File: src/rtl/control_unit_if.sv
// rtl/control_unit_if.sv - datapath-facing control and status bundle for the multicycle controller
interface control_unit_if;
   logic [31:0] instruction;
   logic [3:0]  aluCarryFlags;
   logic        ramMFC;
   logic        hardwareInterrupt;
   logic        maskableInterrupt;
   logic        signExtend;
   logic        clearPC;
   logic        regFileRW;
   logic [4:0]  regFileRD;
   logic [4:0]  regFileRS;
   logic [4:0]  regFileRT;
   logic [1:0]  aluSign;
   logic [3:0]  aluOperation;
   logic [1:0]  ramDataSize;
   logic        ramMFA;
   logic        ramRW;
   logic [8:0]  ramAddress;
   logic        regFileEnable;
   logic        pcEnable;
   logic        irEnable;
   logic        marEnable;
   logic        mdrEnable;
   logic [1:0]  muxSignals;
   logic        muxSignals2;
   logic        muxSignals3;
   logic        muxSignals4;

   modport master (
      input  instruction, aluCarryFlags, ramMFC, hardwareInterrupt, maskableInterrupt,
      output signExtend, clearPC, regFileRW, regFileRD, regFileRS, regFileRT, aluSign,
             aluOperation, ramDataSize, ramMFA, ramRW, ramAddress, regFileEnable, pcEnable,
             irEnable, marEnable, mdrEnable, muxSignals, muxSignals2, muxSignals3, muxSignals4
   );

   modport slave (
      output instruction, aluCarryFlags, ramMFC, hardwareInterrupt, maskableInterrupt,
      input  signExtend, clearPC, regFileRW, regFileRD, regFileRS, regFileRT, aluSign,
             aluOperation, ramDataSize, ramMFA, ramRW, ramAddress, regFileEnable, pcEnable,
             irEnable, marEnable, mdrEnable, muxSignals, muxSignals2, muxSignals3, muxSignals4
   );
endinterface

File: src/rtl/control_unit.sv
// rtl/control_unit.sv - Moore multicycle controller sequencing fetch/decode/execute/memory/writeback
module control_unit (
   input  logic          Clk,
   input  logic          reset,
   control_unit_if.master cu
);
   typedef enum logic [3:0] {
      S_RESET, S_FETCH0, S_FETCH1, S_FETCH2, S_DECODE, S_R_EX, S_I_EX, S_MEM_ADDR,
      S_LOAD1, S_LOAD2, S_STORE0, S_STORE1, S_BRANCH, S_BRTAKE, S_INT
   } state_t;

   state_t state_q, state_d;
   logic   mask_q, mask_d;

   logic [5:0] opcode, funct;
   logic [3:0] r_op, i_op;
   logic       r_valid, r_signed, r_hilo, i_valid, i_signed, i_sext;
   logic       is_mem, is_store, is_branch, load_sext;
   logic [1:0] mem_size;
   logic       unused_ok;

   assign opcode    = cu.instruction[31:26];
   assign funct     = cu.instruction[5:0];
   assign is_mem    = (opcode[5:4] == 2'b10) && (opcode[3:2] != 2'b11);
   assign is_store  = (opcode[5:3] == 3'b101);
   assign is_branch = (opcode == 6'b000100) || (opcode == 6'b000101);
   assign mem_size  = opcode[1] ? 2'b10 : {1'b0, opcode[0]};
   assign load_sext = ~opcode[2] & ~opcode[1];
   assign unused_ok = ^{cu.instruction[10:6], cu.aluCarryFlags[2:0]};

   assign cu.regFileRS  = cu.instruction[25:21];
   assign cu.regFileRT  = cu.instruction[20:16];
   assign cu.regFileRD  = (opcode == 6'b000000) ? cu.instruction[15:11] : cu.instruction[20:16];
   assign cu.ramAddress = {5'b0, state_q};

   always_comb begin
      r_op = 4'b0000; r_valid = 1'b1; r_signed = 1'b0; r_hilo = 1'b0;
      unique case (funct)
         6'b100000: begin r_op = 4'b0000; r_signed = 1'b1; end
         6'b100001: r_op = 4'b0000;
         6'b100010: begin r_op = 4'b0001; r_signed = 1'b1; end
         6'b100011: r_op = 4'b0001;
         6'b100100: r_op = 4'b0010;
         6'b100101: r_op = 4'b0011;
         6'b100110: r_op = 4'b0100;
         6'b100111: r_op = 4'b0101;
         6'b101010: begin r_op = 4'b0110; r_signed = 1'b1; end
         6'b101011: r_op = 4'b0110;
         6'b000000: r_op = 4'b0111;
         6'b000010: r_op = 4'b1000;
         6'b000011: begin r_op = 4'b1001; r_signed = 1'b1; end
         6'b011000: begin r_op = 4'b1010; r_signed = 1'b1; r_hilo = 1'b1; end
         6'b011010: begin r_op = 4'b1011; r_signed = 1'b1; r_hilo = 1'b1; end
         default:   r_valid = 1'b0;
      endcase
   end

   always_comb begin
      i_op = 4'b0000; i_valid = 1'b1; i_signed = 1'b0; i_sext = 1'b0;
      unique case (opcode)
         6'b001000: begin i_op = 4'b0000; i_signed = 1'b1; i_sext = 1'b1; end
         6'b001001: begin i_op = 4'b0000; i_sext = 1'b1; end
         6'b001010: begin i_op = 4'b0110; i_signed = 1'b1; i_sext = 1'b1; end
         6'b001100: i_op = 4'b0010;
         6'b001101: i_op = 4'b0011;
         6'b001110: i_op = 4'b0100;
         6'b001111: i_op = 4'b1100;
         default:   i_valid = 1'b0;
      endcase
   end

   always_ff @(posedge Clk or posedge reset) begin
      if (reset) begin
         state_q <= S_RESET;
         mask_q  <= 1'b0;
      end else begin
         state_q <= state_d;
         mask_q  <= mask_d;
      end
   end

   always_comb begin
      state_d = state_q;
      mask_d  = mask_q | (state_q == S_INT);
      unique case (state_q)
         S_RESET:  state_d = S_FETCH0;
         S_FETCH0: state_d = (cu.hardwareInterrupt || (cu.maskableInterrupt && !mask_q)) ? S_INT : S_FETCH1;
         S_FETCH1: state_d = cu.ramMFC ? S_FETCH2 : S_FETCH1;
         S_FETCH2: state_d = S_DECODE;
         S_DECODE: begin
            if (opcode == 6'b000000) state_d = r_valid ? S_R_EX : S_FETCH0;
            else if (i_valid)        state_d = S_I_EX;
            else if (is_mem)         state_d = S_MEM_ADDR;
            else if (is_branch)      state_d = S_BRANCH;
            else                     state_d = S_FETCH0;
         end
         S_MEM_ADDR: state_d = is_store ? S_STORE0 : S_LOAD1;
         S_LOAD1:    state_d = cu.ramMFC ? S_LOAD2 : S_LOAD1;
         S_STORE0:   state_d = S_STORE1;
         S_STORE1:   state_d = cu.ramMFC ? S_FETCH0 : S_STORE1;
         // opcode[0] distinguishes bne from beq; flag bit 3 is Z
         S_BRANCH:   state_d = (opcode[0] ^ cu.aluCarryFlags[3]) ? S_BRTAKE : S_FETCH0;
         default:    state_d = S_FETCH0;
      endcase
   end

   always_comb begin
      cu.signExtend = 1'b0; cu.clearPC = 1'b0; cu.regFileRW = 1'b0; cu.aluSign = 2'b00;
      cu.aluOperation = 4'b0000; cu.ramDataSize = 2'b00; cu.ramMFA = 1'b0; cu.ramRW = 1'b0;
      cu.regFileEnable = 1'b0; cu.pcEnable = 1'b0; cu.irEnable = 1'b0; cu.marEnable = 1'b0;
      cu.mdrEnable = 1'b0; cu.muxSignals = 2'b00; cu.muxSignals2 = 1'b0; cu.muxSignals3 = 1'b0;
      cu.muxSignals4 = 1'b0;
      unique case (state_q)
         S_RESET:  cu.clearPC = 1'b1;
         S_FETCH0: cu.marEnable = 1'b1;
         S_FETCH1: begin
            cu.ramMFA = 1'b1; cu.ramRW = 1'b1; cu.ramDataSize = 2'b10; cu.mdrEnable = 1'b1;
         end
         S_FETCH2: begin cu.irEnable = 1'b1; cu.pcEnable = 1'b1; end
         S_R_EX: begin
            cu.aluOperation = r_op; cu.aluSign = {1'b0, r_signed};
            cu.regFileEnable = 1'b1; cu.regFileRW = ~r_hilo; cu.muxSignals3 = r_hilo;
         end
         S_I_EX: begin
            cu.aluOperation = i_op; cu.aluSign = {1'b0, i_signed}; cu.muxSignals = 2'b01;
            cu.muxSignals4 = i_sext; cu.regFileEnable = 1'b1; cu.regFileRW = 1'b1;
         end
         S_MEM_ADDR: begin cu.muxSignals = 2'b01; cu.muxSignals4 = 1'b1; cu.marEnable = 1'b1; end
         S_LOAD1: begin
            cu.ramMFA = 1'b1; cu.ramRW = 1'b1; cu.mdrEnable = 1'b1;
            cu.ramDataSize = mem_size; cu.signExtend = load_sext;
         end
         S_LOAD2: begin
            cu.aluOperation = 4'b1101; cu.muxSignals = 2'b11; cu.regFileEnable = 1'b1; cu.regFileRW = 1'b1;
         end
         S_STORE0: begin cu.aluOperation = 4'b1101; cu.muxSignals2 = 1'b1; cu.mdrEnable = 1'b1; end
         S_STORE1: begin cu.ramMFA = 1'b1; cu.ramDataSize = mem_size; end
         S_BRANCH: begin cu.aluOperation = 4'b0001; cu.aluSign = 2'b01; end
         S_BRTAKE: begin cu.pcEnable = 1'b1; cu.muxSignals4 = 1'b1; end
         S_INT:    cu.clearPC = 1'b1;
         default:  ;
      endcase
   end
endmodule

File: src/flat_wrapper.sv
// flat-port wrapper written by rule: the top's interface ports become plain ports
module control_unit_flat 
  (Clk, reset, cu_instruction, cu_aluCarryFlags, cu_ramMFC, cu_hardwareInterrupt, cu_maskableInterrupt, cu_signExtend, cu_clearPC, cu_regFileRW, cu_regFileRD, cu_regFileRS, cu_regFileRT, cu_aluSign, cu_aluOperation, cu_ramDataSize, cu_ramMFA, cu_ramRW, cu_ramAddress, cu_regFileEnable, cu_pcEnable, cu_irEnable, cu_marEnable, cu_mdrEnable, cu_muxSignals, cu_muxSignals2, cu_muxSignals3, cu_muxSignals4);
  control_unit_if cu_i ();
  input  logic Clk;
  input  logic reset;
  input wire logic [$bits(cu_i.instruction)-1:0] cu_instruction;
  input wire logic [$bits(cu_i.aluCarryFlags)-1:0] cu_aluCarryFlags;
  input wire logic [$bits(cu_i.ramMFC)-1:0] cu_ramMFC;
  input wire logic [$bits(cu_i.hardwareInterrupt)-1:0] cu_hardwareInterrupt;
  input wire logic [$bits(cu_i.maskableInterrupt)-1:0] cu_maskableInterrupt;
  output wire logic [$bits(cu_i.signExtend)-1:0] cu_signExtend;
  output wire logic [$bits(cu_i.clearPC)-1:0] cu_clearPC;
  output wire logic [$bits(cu_i.regFileRW)-1:0] cu_regFileRW;
  output wire logic [$bits(cu_i.regFileRD)-1:0] cu_regFileRD;
  output wire logic [$bits(cu_i.regFileRS)-1:0] cu_regFileRS;
  output wire logic [$bits(cu_i.regFileRT)-1:0] cu_regFileRT;
  output wire logic [$bits(cu_i.aluSign)-1:0] cu_aluSign;
  output wire logic [$bits(cu_i.aluOperation)-1:0] cu_aluOperation;
  output wire logic [$bits(cu_i.ramDataSize)-1:0] cu_ramDataSize;
  output wire logic [$bits(cu_i.ramMFA)-1:0] cu_ramMFA;
  output wire logic [$bits(cu_i.ramRW)-1:0] cu_ramRW;
  output wire logic [$bits(cu_i.ramAddress)-1:0] cu_ramAddress;
  output wire logic [$bits(cu_i.regFileEnable)-1:0] cu_regFileEnable;
  output wire logic [$bits(cu_i.pcEnable)-1:0] cu_pcEnable;
  output wire logic [$bits(cu_i.irEnable)-1:0] cu_irEnable;
  output wire logic [$bits(cu_i.marEnable)-1:0] cu_marEnable;
  output wire logic [$bits(cu_i.mdrEnable)-1:0] cu_mdrEnable;
  output wire logic [$bits(cu_i.muxSignals)-1:0] cu_muxSignals;
  output wire logic [$bits(cu_i.muxSignals2)-1:0] cu_muxSignals2;
  output wire logic [$bits(cu_i.muxSignals3)-1:0] cu_muxSignals3;
  output wire logic [$bits(cu_i.muxSignals4)-1:0] cu_muxSignals4;
  assign cu_i.instruction = cu_instruction;
  assign cu_i.aluCarryFlags = cu_aluCarryFlags;
  assign cu_i.ramMFC = cu_ramMFC;
  assign cu_i.hardwareInterrupt = cu_hardwareInterrupt;
  assign cu_i.maskableInterrupt = cu_maskableInterrupt;
  assign cu_signExtend = cu_i.signExtend;
  assign cu_clearPC = cu_i.clearPC;
  assign cu_regFileRW = cu_i.regFileRW;
  assign cu_regFileRD = cu_i.regFileRD;
  assign cu_regFileRS = cu_i.regFileRS;
  assign cu_regFileRT = cu_i.regFileRT;
  assign cu_aluSign = cu_i.aluSign;
  assign cu_aluOperation = cu_i.aluOperation;
  assign cu_ramDataSize = cu_i.ramDataSize;
  assign cu_ramMFA = cu_i.ramMFA;
  assign cu_ramRW = cu_i.ramRW;
  assign cu_ramAddress = cu_i.ramAddress;
  assign cu_regFileEnable = cu_i.regFileEnable;
  assign cu_pcEnable = cu_i.pcEnable;
  assign cu_irEnable = cu_i.irEnable;
  assign cu_marEnable = cu_i.marEnable;
  assign cu_mdrEnable = cu_i.mdrEnable;
  assign cu_muxSignals = cu_i.muxSignals;
  assign cu_muxSignals2 = cu_i.muxSignals2;
  assign cu_muxSignals3 = cu_i.muxSignals3;
  assign cu_muxSignals4 = cu_i.muxSignals4;
  control_unit u_core (.Clk(Clk), .reset(reset), .cu(cu_i));
endmodule
File: config.mk
export PLATFORM = sky130hd
export DESIGN_NAME = control_unit_flat
export DESIGN_NICKNAME = d
export VERILOG_FILES = /design/src/rtl/control_unit_if.sv /design/src/rtl/control_unit.sv /design/src/flat_wrapper.sv
export SDC_FILE = /design/constraint.sdc
export NUM_CORES = 1
export LEC_CHECK = 0
export CAP_MARGIN = 20
export CORE_ASPECT_RATIO = 1.5
export CORE_UTILIZATION = 30
export CTS_CLUSTER_DIAMETER = 80
export DETAILED_ROUTE_END_ITERATION = 8
export PLACE_DENSITY = 0.7
export SYNTH_ARGS = -nofsm -noshare
export SYNTH_HDL_FRONTEND = slang
export SYNTH_SLANG_ARGS = --single-unit
File: constraint.sdc
create_clock -name Clk -period 2.5 [get_ports Clk]
set_input_delay 0.5 -clock Clk [delete_from_list [all_inputs] [get_ports Clk]]
set_output_delay 0.5 -clock Clk [all_outputs]
set_load 0.01 [all_outputs]
## Yosys cells after proc, flatten, opt, wreduce, memory -nomap -nowiden

Index checks and enable logic that the tools add are counted.

- Bits in registers: 5
- Input port bits: 41
- Word-level logic and storage cells: 115
- Output and inout bits: 47

- Multiplexer cells: 39
- Equal/unequal tests: 40
- Reductions and logical operators: 28
- Bitwise logic cells: 6

Operators by type and width:

| cell | count |
|---|---|
| 6-bit == test, second input constant | 10 |
| 4-bit case mux with 11 select lines | 1 |
| 6-bit by 4-bit == test with 1-bit output, second input constant | 7 |
| 4-bit case mux with 9 select lines | 1 |
| 4-bit == test, second input constant | 7 |
| 4-bit two-way mux | 7 |
| 2-bit OR reduction | 13 |
| 4-bit case mux with 5 select lines | 1 |
| 1-bit two-way mux | 19 |
| 4-bit by 3-bit == test with 1-bit output, second input constant | 4 |
| 4-bit case mux with 4 select lines | 1 |
| 15-bit OR reduction | 1 |
| 6-bit by 2-bit == test with 1-bit output, second input constant | 2 |
| 6-bit by 3-bit == test with 1-bit output, second input constant | 2 |
| 6-bit by 5-bit == test with 1-bit output, second input constant | 2 |
| 6-bit zero test | 2 |
| 3-bit OR reduction | 4 |
| 4-bit by 2-bit == test with 1-bit output, second input constant | 2 |
| 2-bit case mux with 2 select lines | 2 |
| 7-bit OR reduction | 1 |
| 6-bit OR reduction | 1 |
| 5-bit two-way mux | 1 |
| 4-bit by 1-bit == test with 1-bit output, second input constant | 1 |
| 4-bit zero test | 1 |
| other kinds (14) | 20 |

## Logic depth before layout (Yosys ltp)

Gate-level depths: netlist of the first run.

- Depth in word-level cells: 7
- Depth in mapped cells: 6
- Depth with buffers taken out: 4

## Least setup slack after synthesis of the first run

OpenSTA, ideal clock, no wires.

- Path type: input-to-output
- From: input port cu_instruction[2]
- To: output port cu_aluOperation[0]
- Path buffers: 1
- Slack: 0.324 ns
- Data required time: 2.000 ns
- Stages on the path: 5
- Data arrival time: 1.676 ns
- Cell sequence: clkbuf_1 mux2_2 a32o_1 a31oi_1 o221ai_1

- Word-level cells in the longest chain between the ends: 4
- Elaborated cells on any way between the ends: 17
- Classes of those cells: 12 x eq/ne; 2 x mux; 3 x reduce/logical

RTL lines:

| element | line | RTL |
|---|---|---|
| start, declared | flat_wrapper.sv:7 | `input wire logic [$bits(cu_i.instruction)-1:0] cu_instruction;` |
| 6-bit == test | control_unit.sv:38 | `unique case (funct)` |
| 2-bit OR reduction (no source line) | -- |  |
| 4-bit case mux with 11 select lines (*) | control_unit.sv:38 |  |
| 4-bit case mux with 4 select lines (*) | control_unit.sv:113 | `unique case (state_q)` |
| end, declared | flat_wrapper.sv:19 | `output wire logic [$bits(cu_i.aluOperation)-1:0] cu_aluOperation;` |

Mark *: on every way between the ends. The rest lies on a longest branch, timed or not.

## Final worst setup path of the first run

- From: register u_core.state_q[3]
- To: output port cu_ramRW

- Word-level cells in the longest chain between the ends: 3
- Elaborated cells on any way between the ends: 4
- Classes of those cells: 2 x eq/ne; 1 x mux; 1 x reduce/logical

RTL lines:

| element | line | RTL |
|---|---|---|
| start, declared | control_unit.sv:12 | `state_t state_q, state_d;` |
| start signal, assigned | control_unit.sv:77 | `state_q <= state_d;` |
| 4-bit by 2-bit == test with 1-bit output or 4-bit == test (tied branches) | control_unit.sv:113 |  |
| 2-bit OR reduction (no source line) (*) | -- |  |
| 1-bit two-way mux (*) | control_unit.sv:113 |  |
| end, declared | flat_wrapper.sv:22 | `output wire logic [$bits(cu_i.ramRW)-1:0] cu_ramRW;` |

Marks and branches as above.

==> results.toml, run 1 <==
[synth]
synthFlopType = "dfrtp_1"
synthArstFlopShare_pct = 100
synth_area_per_cell_sq_um = 6.72
ys_ff_latch = 5
synth_edf_count = 0
synth_cell_type_count = 54
synth_seq_area_share_pct = 9.79
syn_area_sq_um = 1280
synth_warnings = 0
syn-instance-count = 190

[cts]
htree_levels = 1
cts_tree = "built"
cts_made_buffers = 3
cts-root-buf = "clkbuf_8"
clock_sinks = 5
clock_latency_ns = 0.23
cts.reportedPaths.clkPinSlew_ns = 0.04
clockBufferDepth = 2

[sta]
timing.final.crit_share_pct = 99.1
skew_ns = 0.00571
slew_violations = 0
finalCriticalPeriod_ns = 2.48
hold_viol = 0
setup_ws_ns = 0.0235
rsz0062_at_grt = "no"
setup_viol = 0
timing.fmax_mhz = 404
tns_ns = 0

[route]
wire_per_inst_um = 13.6
ant_nets = 0
avgViaCountPerCell = 5.29
routed_wl_mm = 4.51
initialDrtViolationCount = 41
vias = 1752
drc = 0
drtPass1Iterations = 4

[setup_path]
critPathLaunchType = "flop"
rr_worst_depth = 6
arrival_ns = 1.98
endpoint_kind = "output port"
required_ns = 2.00
rrSetupSlack_ns = 0.53
r2r-end = "u_core.state_q[2]"
reg2reg_from = "u_core.state_q[3]"
worstPathMaxFanout = 10
worst-setup-path-type = "reg -> out"

[place]
hpwl_mm = 3.50
io_buffer_count = 63
gp_congestion = 0.931
pre_cts_ws_ns = -0.534

[power_and_ir_drop]
combPwrFrac_pct = 80.8
switching_share_pct = 44.8
totalPowerFinal_uw = 1620
powerDensity_nw_per_um2 = 702
p_leak_uw = 0.00106
clockPowerShare_pct = 9.4
p_int_uw = 892
seq_power_share_pct = 9.8
peakVddDrop_v = 0.000535
p_sw_uw = 725

[global_routing]
track_usage_pct = 19.4
grt-ovfl-total = 0
grt_pass1_vias = 1598
grt_pass1_wl_mm = 7.12
grt_max_degree = 15
antenna_found_initial = 0

[floorplanning]
coreArea_sq_um = 4030
rows = 28
die_w_um = 55.3
io_pins = 88
die_h_um = 81.9
start_util_pct = 31.7
die_area_sq_um = 4530

[worst_hold_path]
hp-class = "in -> async"

[cells_and_area]
seq_area_sq_um = 125
fillers = 408
multi_input_area_sq_um = 1040
layout_common_cells = "55 x buf_4, 35 x clkdlybuf4s50_1, 20 x nand2_1, 11 x nor2_1, 11 x dlygate4sd2_1"
syn_to_final_growth_pct = 80.3
drive_gt1_share_pct = 30.8
final_nets = 328
final_common_cell = "buf_4"
antenna_cells = 0

[run]
drv_cap = 0

[outcome]
status = "finished clean"
==> layer usage <==
metal  up-vias  track usage, %  wire length (um)
met5         -               0                 0
met4         0            11.8               203
met3        16            1.26               220
met2        67            38.0              2420
met1       817            20.1              1670
li1        852               -                 -
==> synthesized netlist by cell type, types with 2 or more instances <==
cell type / instances / area [sq um]
nand3_1: 6 / 30.0
o21ai_0: 6 / 30.0
nand3b_1: 2 / 15.0
nor2_1: 14 / 52.6
a2bb2oi_1: 2 / 17.5
inv_1: 8 / 30.0
buf_2: 3 / 15.0
o32ai_1: 3 / 26.3
o21ai_1: 5 / 25.0
a21o_1: 2 / 15.0
o221ai_1: 3 / 26.3
nor3_1: 5 / 25.0
buf_1: 2 / 7.51
mux2_1: 5 / 56.3
a31oi_1: 5 / 31.3
clkbuf_1: 10 / 37.5
buf_4: 16 / 120
nand2b_1: 7 / 43.8
nor3b_1: 3 / 22.5
nand4_1: 4 / 25.0
and3_1: 2 / 12.5
nor2b_1: 9 / 56.3
and2_1: 3 / 18.8
a21oi_1: 3 / 15.0
o21bai_1: 2 / 15.0
or2_2: 2 / 12.5
dfrtp_1: 5 / 125
nand2_1: 20 / 75.1
or3_1: 5 / 31.3
xnor2_1: 4 / 35.0
==> power by group through the flow <==
stage               logic (uW)  registers (uW)  clock network [uW]
global route              1420             164                 161
finish                    1310             158                 152
detailed placement        1280             158                   0
global placement          1270             158                   0
CTS                       1270             157                 156
floorplan                  698             167                   0
==> flip-flops by register name, indices dropped and copies added, names as in the netlist <==
name and cells:
u_core.state_q 4, u_core.mask_q 1
==> kinds of logic after synthesis <==
group | count (synthesis) | share of synthesized area, %
muxes | 7 | 6.07
xor gates and xnor gates | 5 | 3.43
and+or+nand+nor | 87 | 37.0
DFF | 5 | 9.79
buffers and inverters | 40 | 17.3
AOI/OAI and AO/OA | 44 | 25.3
adders and majority gates | 1 | 0.784
other | 1 | 0.294
==> worst max-delay path by stage <==
stage,startpoint,to,cells past startpoint
2_1_floorplan,cu_instruction[2],cu_aluOperation[0],5
3_3_place_gp,cu_instruction[5],cu_aluOperation[0],7
3_5_place_dp,cu_instruction[5],cu_aluOperation[0],7
4_1_cts,cu_instruction[4],cu_aluOperation[0],7
5_1_grt,cu_instruction[29],cu_regFileRD[2],6
6_report,u_core.state_q[3],cu_ramRW,5
==> stage by stage <==
| stage | cell area (sq um) | hold slack (ns) | cells | utilization, % |
|---|---|---|---|---|
| after global placement | 2160 | 0.468 | 320 | 53.6 |
| after global routing | 2300 | 0.495 | 331 | 57.2 |
| after detailed placement | 2160 | 0.476 | 320 | 53.6 |
| after floorplan | 1300 | 0.279 | 195 | - |
| after CTS | 2260 | 0.479 | 329 | 56.2 |
| final | 2300 | 0.473 | 331 | 57.2 |
==> critical path, stage by stage (launching register included) <==
cell	delay, ns
dfrtp_1	0.41
buf_4	0.18
buf_4	0.18
xor2_2	0.21
nor3b_1	0.20
clkdlybuf4s50_1	0.56
==> timing repair <==
| action | in CTS | in global routing |
|---|---|---|
| pin swaps | 4 | 2 |
| setup endpoints to repair | 18 | 17 |
| hold buffers | 0 | 0 |
| resized for setup | 48 | 23 |
| setup buffers | 5 | 2 |
==> final cells by class <==
type,instances,area share [%]
Inverter,8,1.30
Clock buffer,4,1.96
Multi-Input combinational cell,150,45.0
Timing Repair Buffer,119,43.9
Tap cell,45,2.44
Sequential cell,5,5.43
Power figures use the tool's default switching activity.
==> run 2, diff against run 1 <==
clock period = 2.4 ns   (was 2.5 ns; I/O delays follow)
==> run 2 against run 1 <==
Net effect:
- critical endpoint is now cu_regFileRD[4]
- sequential cell count stayed put
- sequential share of layout area hardly changed
- wire length is 9.7% higher
- clock power is 3% higher
==> results.toml, run 2 (same netlist as run 1, synthesis figures left out) <==
[cells_and_area]
syn_to_final_growth_pct = 80.8
drive_gt1_share_pct = 32.8
largest_reg_flops = 4
fin_area_sq_um = 2310
final_common_cell = "buf_4"
antenna_cells = 0
largest-register = "u_core.state_q"
layout_common_cells = "53 x buf_4, 32 x clkdlybuf4s50_1, 18 x nand2_1, 13 x dlygate4sd2_1, 12 x nor2_1"
final_nets = 329
fin_util_pct = 57.3
top_regs = "u_core.state_q: 4 flops, u_core.mask_q: 1 flops"

[sta]
rsz0062_at_grt = "no"
hold_viol = 0
skew_ns = 0.000203
finalCriticalPeriod_ns = 2.35
setup_viol = 0
timing.fmax_mhz = 425
timing.final.crit_share_pct = 98.0
slew_violations = 0
tns_ns = 0

[route]
vias = 1757
drc = 0
wire_per_inst_um = 14.9
ant_nets = 0
routed_wl_mm = 4.95
initialDrtViolationCount = 52
avgViaCountPerCell = 5.29
drtPass1Iterations = 4

[setup_path]
reg2reg_from = "u_core.state_q[1]"
arrival_ns = 1.87
rrSetupSlack_ns = 0.38
worst-setup-path-type = "in -> out"
rr_worst_depth = 6
critPathLaunchType = "primary input"
r2r-end = "u_core.state_q[2]"
endpoint_kind = "output port"
worstPathMaxFanout = 3
required_ns = 1.92

[cts]
htree_levels = 1
cts.reportedPaths.clkPinSlew_ns = 0.04
clockBufferDepth = 2
hold_buffers = 0
clock_latency_ns = 0.22
cts_made_buffers = 3
cts-root-buf = "clkbuf_8"
clock_sinks = 5
cts_tree = "built"

[outcome]
status = "finished clean"

[floorplanning]
rows = 28
die_h_um = 81.9
coreArea_sq_um = 4030
die_area_sq_um = 4530
start_util_pct = 31.7
io_pins = 88
die_w_um = 55.3

[global_routing]
grt_max_degree = 19
grt-ovfl-total = 0
antenna_found_initial = 0
grt_pass1_vias = 1788
track_usage_pct = 21.6
grt_pass1_wl_mm = 7.99

[place]
hpwl_mm = 3.81
io_buffer_count = 63
post_dp_cell_area_sq_um = 2170
gp_congestion = 0.902

[power_and_ir_drop]
p_sw_uw = 782
seq_power_share_pct = 9.9
switching_share_pct = 45.3
p_int_uw = 946
peakVddDrop_v = 0.000524
totalPowerFinal_uw = 1730
powerDensity_nw_per_um2 = 748
combPwrFrac_pct = 81.0
p_leak_uw = 0.00108
clockPowerShare_pct = 9.1

[worst_hold_path]
hp-class = "in -> async"

[run]
drv_cap = 0
==> run 2: changes by cell type in the layout (fill, tap and decap cells not counted), moves of 2 or more <==
cell / delta
buf_6: +4
buf_2: +3
clkdlybuf4s50_1: -3
buf_4: -2
clkbuf_2: -2
clkdlybuf4s15_2: -2
dlygate4sd2_1: +2
nand2_1: -2
nand2_2: +2
==> run 2: stage by stage <==
stage,setup slack (ns),std cells,hold WS (ns)
floorplan,0.264,195,0.259
global placement,-0.573,322,0.468
detailed placement,-0.573,322,0.490
CTS,-0.0710,332,0.461
global route,0.00298,332,0.495
finish,0.0478,332,0.456
==> run 2: worst max path at each step <==
stage	startpoint	endpoint	slack, ns
after detailed placement	cu_instruction[30]	cu_aluSign[0]	-0.57
after global placement	cu_instruction[5]	cu_aluOperation[0]	-0.57
after global routing	u_core.state_q[1]	cu_marEnable	0.003
final	cu_instruction[29]	cu_regFileRD[4]	0.05
after CTS	cu_instruction[4]	cu_aluOperation[0]	-0.07
after floorplan	cu_instruction[2]	cu_aluOperation[0]	0.26
==> run 2: power by group through the flow <==
stage | clock network, uW | logic (uW) | registers [uW]
after floorplan | 0 | 727 | 174
after global placement | 0 | 1360 | 161
after detailed placement | 0 | 1390 | 161
after CTS | 160 | 1360 | 161
after global routing | 166 | 1510 | 175
final | 157 | 1400 | 171
==> run 2: what timing repair did <==
item                                    4_1_cts  5_1_grt
endpoints found under the setup margin       18       17
resized for setup                            62       24
pin swaps                                     7        3
setup buffers                                 6        0
==> run 2: metal layers <==
layer | wire, um | part of all wire, % | global-route usage (%) | up-vias
met1 | 1810 | 37 | 21.6 | 820
met5 | 0 | 0 | 0 | -
met2 | 2770 | 56 | 43.6 | 68
li1 | - | - | - | 851
met3 | 194 | 3.9 | 2.20 | 18
met4 | 170 | 3.4 | 11.3 | 0
==> run 2: critical path, stage by stage <==
cell and delay, ns:
clkdlybuf4s15_1 0.20, or3_4 0.41, nand3b_4 0.19, mux2_1 0.31, dlygate4sd2_1 0.28
==> run 2: final cells by class <==
cell class	count	area, sq um
Sequential cell	5	126
Tap cell	45	56.3
Fill cell	398	1720
Inverter	8	30.0
Clock buffer	4	45.0
Timing Repair Buffer	120	1020
Multi-Input combinational cell	150	1030
==> run 3, diff against run 2 <==
--- a/config.mk
+++ b/config.mk
@@ -10,2 +10,3 @@
 export CORE_UTILIZATION = 30
+export CTS_BUF_LIST = sky130_fd_sc_hd__clkbuf_4 sky130_fd_sc_hd__clkbuf_8
 export CTS_CLUSTER_DIAMETER = 80
==> constraint.sdc (replaced) <==
create_clock -name Clk -period 2.4 [get_ports Clk]
set_input_delay 0.72 -clock Clk [delete_from_list [all_inputs] [get_ports Clk]]
set_output_delay 0.72 -clock Clk [all_outputs]
set_load 0.01 [all_outputs]
==> run 3 against run 2 <==
Net effect:
- the flow now finishes with violations (negative setup slack)
- register-to-register slack worse by 0.13 ns
- sequential cell count unchanged
- power up 15%
- cell count is 3.3% higher
- hold slack improved by 0.034 ns
- clock power is 6% higher
- die area unchanged
- non-clock buffer count grew 11
- critical path type unchanged
- critical endpoint is now cu_regFileRD[2]
- largest power group unchanged
- highest routed layer unchanged
==> results.toml, run 3 (same netlist as run 1, synthesis figures left out) <==
[outcome]
status = "finished with violations"
violations = "negative setup slack"

[setup_path]
worstPathMaxFanout = 3
r2r-end = "u_core.state_q[2]"
cp.buffers_inverters = 3
crit_family = "simple AND/OR/NAND/NOR gates"
critical-path-max-stage-delay_ns = 0.38
rr_worst_depth = 7
rrSetupSlack_ns = 0.25
worstSetupEndpoint = "cu_regFileRD[2]"
critical_path.slowest_cell = "or3_4"
arrival_ns = 1.93
reg2reg_from = "u_core.state_q[3]"
critical_path_depth = 6
critPathLaunchType = "primary input"
worst-setup-path-type = "in -> out"
cp-startpoint = "cu_instruction[29]"
path_cells = "buf_6 -> or3_4 -> nand3b_4 -> buf_6 -> mux2_4 -> buf_6"
required_ns = 1.68
cpMostUsedCell = "buf_6"
endpoint_kind = "output port"

[cts]
clockBufferDepth = 2
cts.reportedPaths.clkPinSlew_ns = 0.03
htree_levels = 1
cts_tree = "built"
clock_latency_ns = 0.22
cts-root-buf = "clkbuf_8"
cts_made_buffers = 3
clock_sinks = 5
hold_buffers = 0

[worst_hold_path]
hp-class = "reg -> reg"

[power_and_ir_drop]
seq_power_share_pct = 8.2
p_sw_uw = 883
combPwrFrac_pct = 83.5
p_leak_uw = 0.00125
switching_share_pct = 44.3
peakVddDrop_v = 0.000717
clockPowerShare_pct = 8.3
p_int_uw = 1110
powerDensity_nw_per_um2 = 768

[place]
hpwl_mm = 3.65
gp_congestion = 0.931
io_buffer_count = 63

[cells_and_area]
layout_common_cells = "53 x buf_4, 21 x buf_6, 19 x nand2_1, 19 x clkdlybuf4s50_1, 10 x dlygate4sd2_1"
largest_reg_flops = 4
top_regs = "u_core.state_q: 4 flops, u_core.mask_q: 1 flops"
drive_gt1_share_pct = 49.3
final_common_cell = "buf_4"
largest-register = "u_core.state_q"
final_nets = 340
fillers = 340
antenna_cells = 0
syn_to_final_growth_pct = 103
fin_util_pct = 64.5

[global_routing]
track_usage_pct = 22.3
grt-ovfl-total = 0
grt_pass1_vias = 1685
grt_pass1_wl_mm = 8.03
grt_max_degree = 14
antenna_found_initial = 0

[floorplanning]
rows = 28
start_util_pct = 31.7
die_h_um = 81.9
die_w_um = 55.3
die_area_sq_um = 4530
io_pins = 88
coreArea_sq_um = 4030

[route]
drc = 0
ant_nets = 0
initialDrtViolationCount = 59
drtPass1Iterations = 4
wire_per_inst_um = 15.6
routed_wl_mm = 5.33
vias = 1806
avgViaCountPerCell = 5.27

[sta]
skew_ns = 0.000504
setup_ws_ns = -0.246
slew_violations = 0
setup_viol = 11
timing.fmax_mhz = 378
timing.final.crit_share_pct = 110
tns_ns = -1.89
finalCriticalPeriod_ns = 2.65
hold_viol = 0
rsz0062_at_grt = "yes"

[run]
drv_cap = 0
[run 3: changes by cell type in the layout (fill, tap and decap cells not counted), sizes merged]
cell / change
dlymetal6s2s: -1
clkdlybuf4s50: -13
dlygate4sd2: -3
clkdlybuf4s15: -3
clkbuf: +4
buf: +27
[run 3: how the worst min path moves through the flow]
stage / from / to / slack [ns] / cells past startpoint
final: u_core.mask_q / u_core.mask_q / 0.49 / 1
after global routing: u_core.mask_q / u_core.mask_q / 0.53 / 1
after CTS: u_core.mask_q / u_core.mask_q / 0.49 / 1
after detailed placement: u_core.mask_q / u_core.mask_q / 0.48 / 1
after global placement: u_core.mask_q / u_core.mask_q / 0.47 / 1
after floorplan: u_core.mask_q / u_core.mask_q / 0.44 / 1
[run 3: per-layer routing]
layer	wire length, um	GRT usage (%)
met5	0	0
met4	163	9.25
met3	228	2.36
met2	2970	43.4
met1	1970	24.4
[run 3: through the flow]
stage / cells / hold WS [ns] / total power, uW / cell area [sq um] / worst slack (ns)
2_1_floorplan: 195 / 0.444 / 912 / 1340 / -0.00257
3_3_place_gp: 317 / 0.465 / 1590 / 2160 / -1.07
3_5_place_dp: 317 / 0.481 / 1590 / 2160 / -1.06
4_1_cts: 338 / 0.494 / 1910 / 2490 / -0.242
5_1_grt: 343 / 0.526 / 2130 / 2600 / -0.274
6_report: 343 / 0.490 / 2000 / 2600 / -0.246
[run 3: cell type report]
class | instances | area (sq um) | share of cell area, %
clock buffer | 4 | 48.8 | 1.88
inverter | 8 | 30.0 | 1.16
timing repair buffer | 131 | 1160 | 44.8
tap | 45 | 56.3 | 2.17
sequential | 5 | 125 | 4.81
multi-input combinational | 150 | 1170 | 45.2
[run 3: repair_timing]
| action | CTS | global route |
|---|---|---|
| endpoints found under the setup margin | 33 | 22 |
| pin swaps | 17 | 11 |
| resized for setup | 178 | 35 |
| setup buffers | 17 | 7 |
[run 3: power groups by stage]
| stage | Sequential, uW | Clock [uW] | Combinational (uW) |
|---|---|---|---|
| floorplan | 174 | 0 | 739 |
| global placement | 154 | 0 | 1440 |
| detailed placement | 155 | 0 | 1440 |
| CTS | 159 | 168 | 1580 |
| global route | 170 | 173 | 1790 |
| finish | 164 | 166 | 1670 |
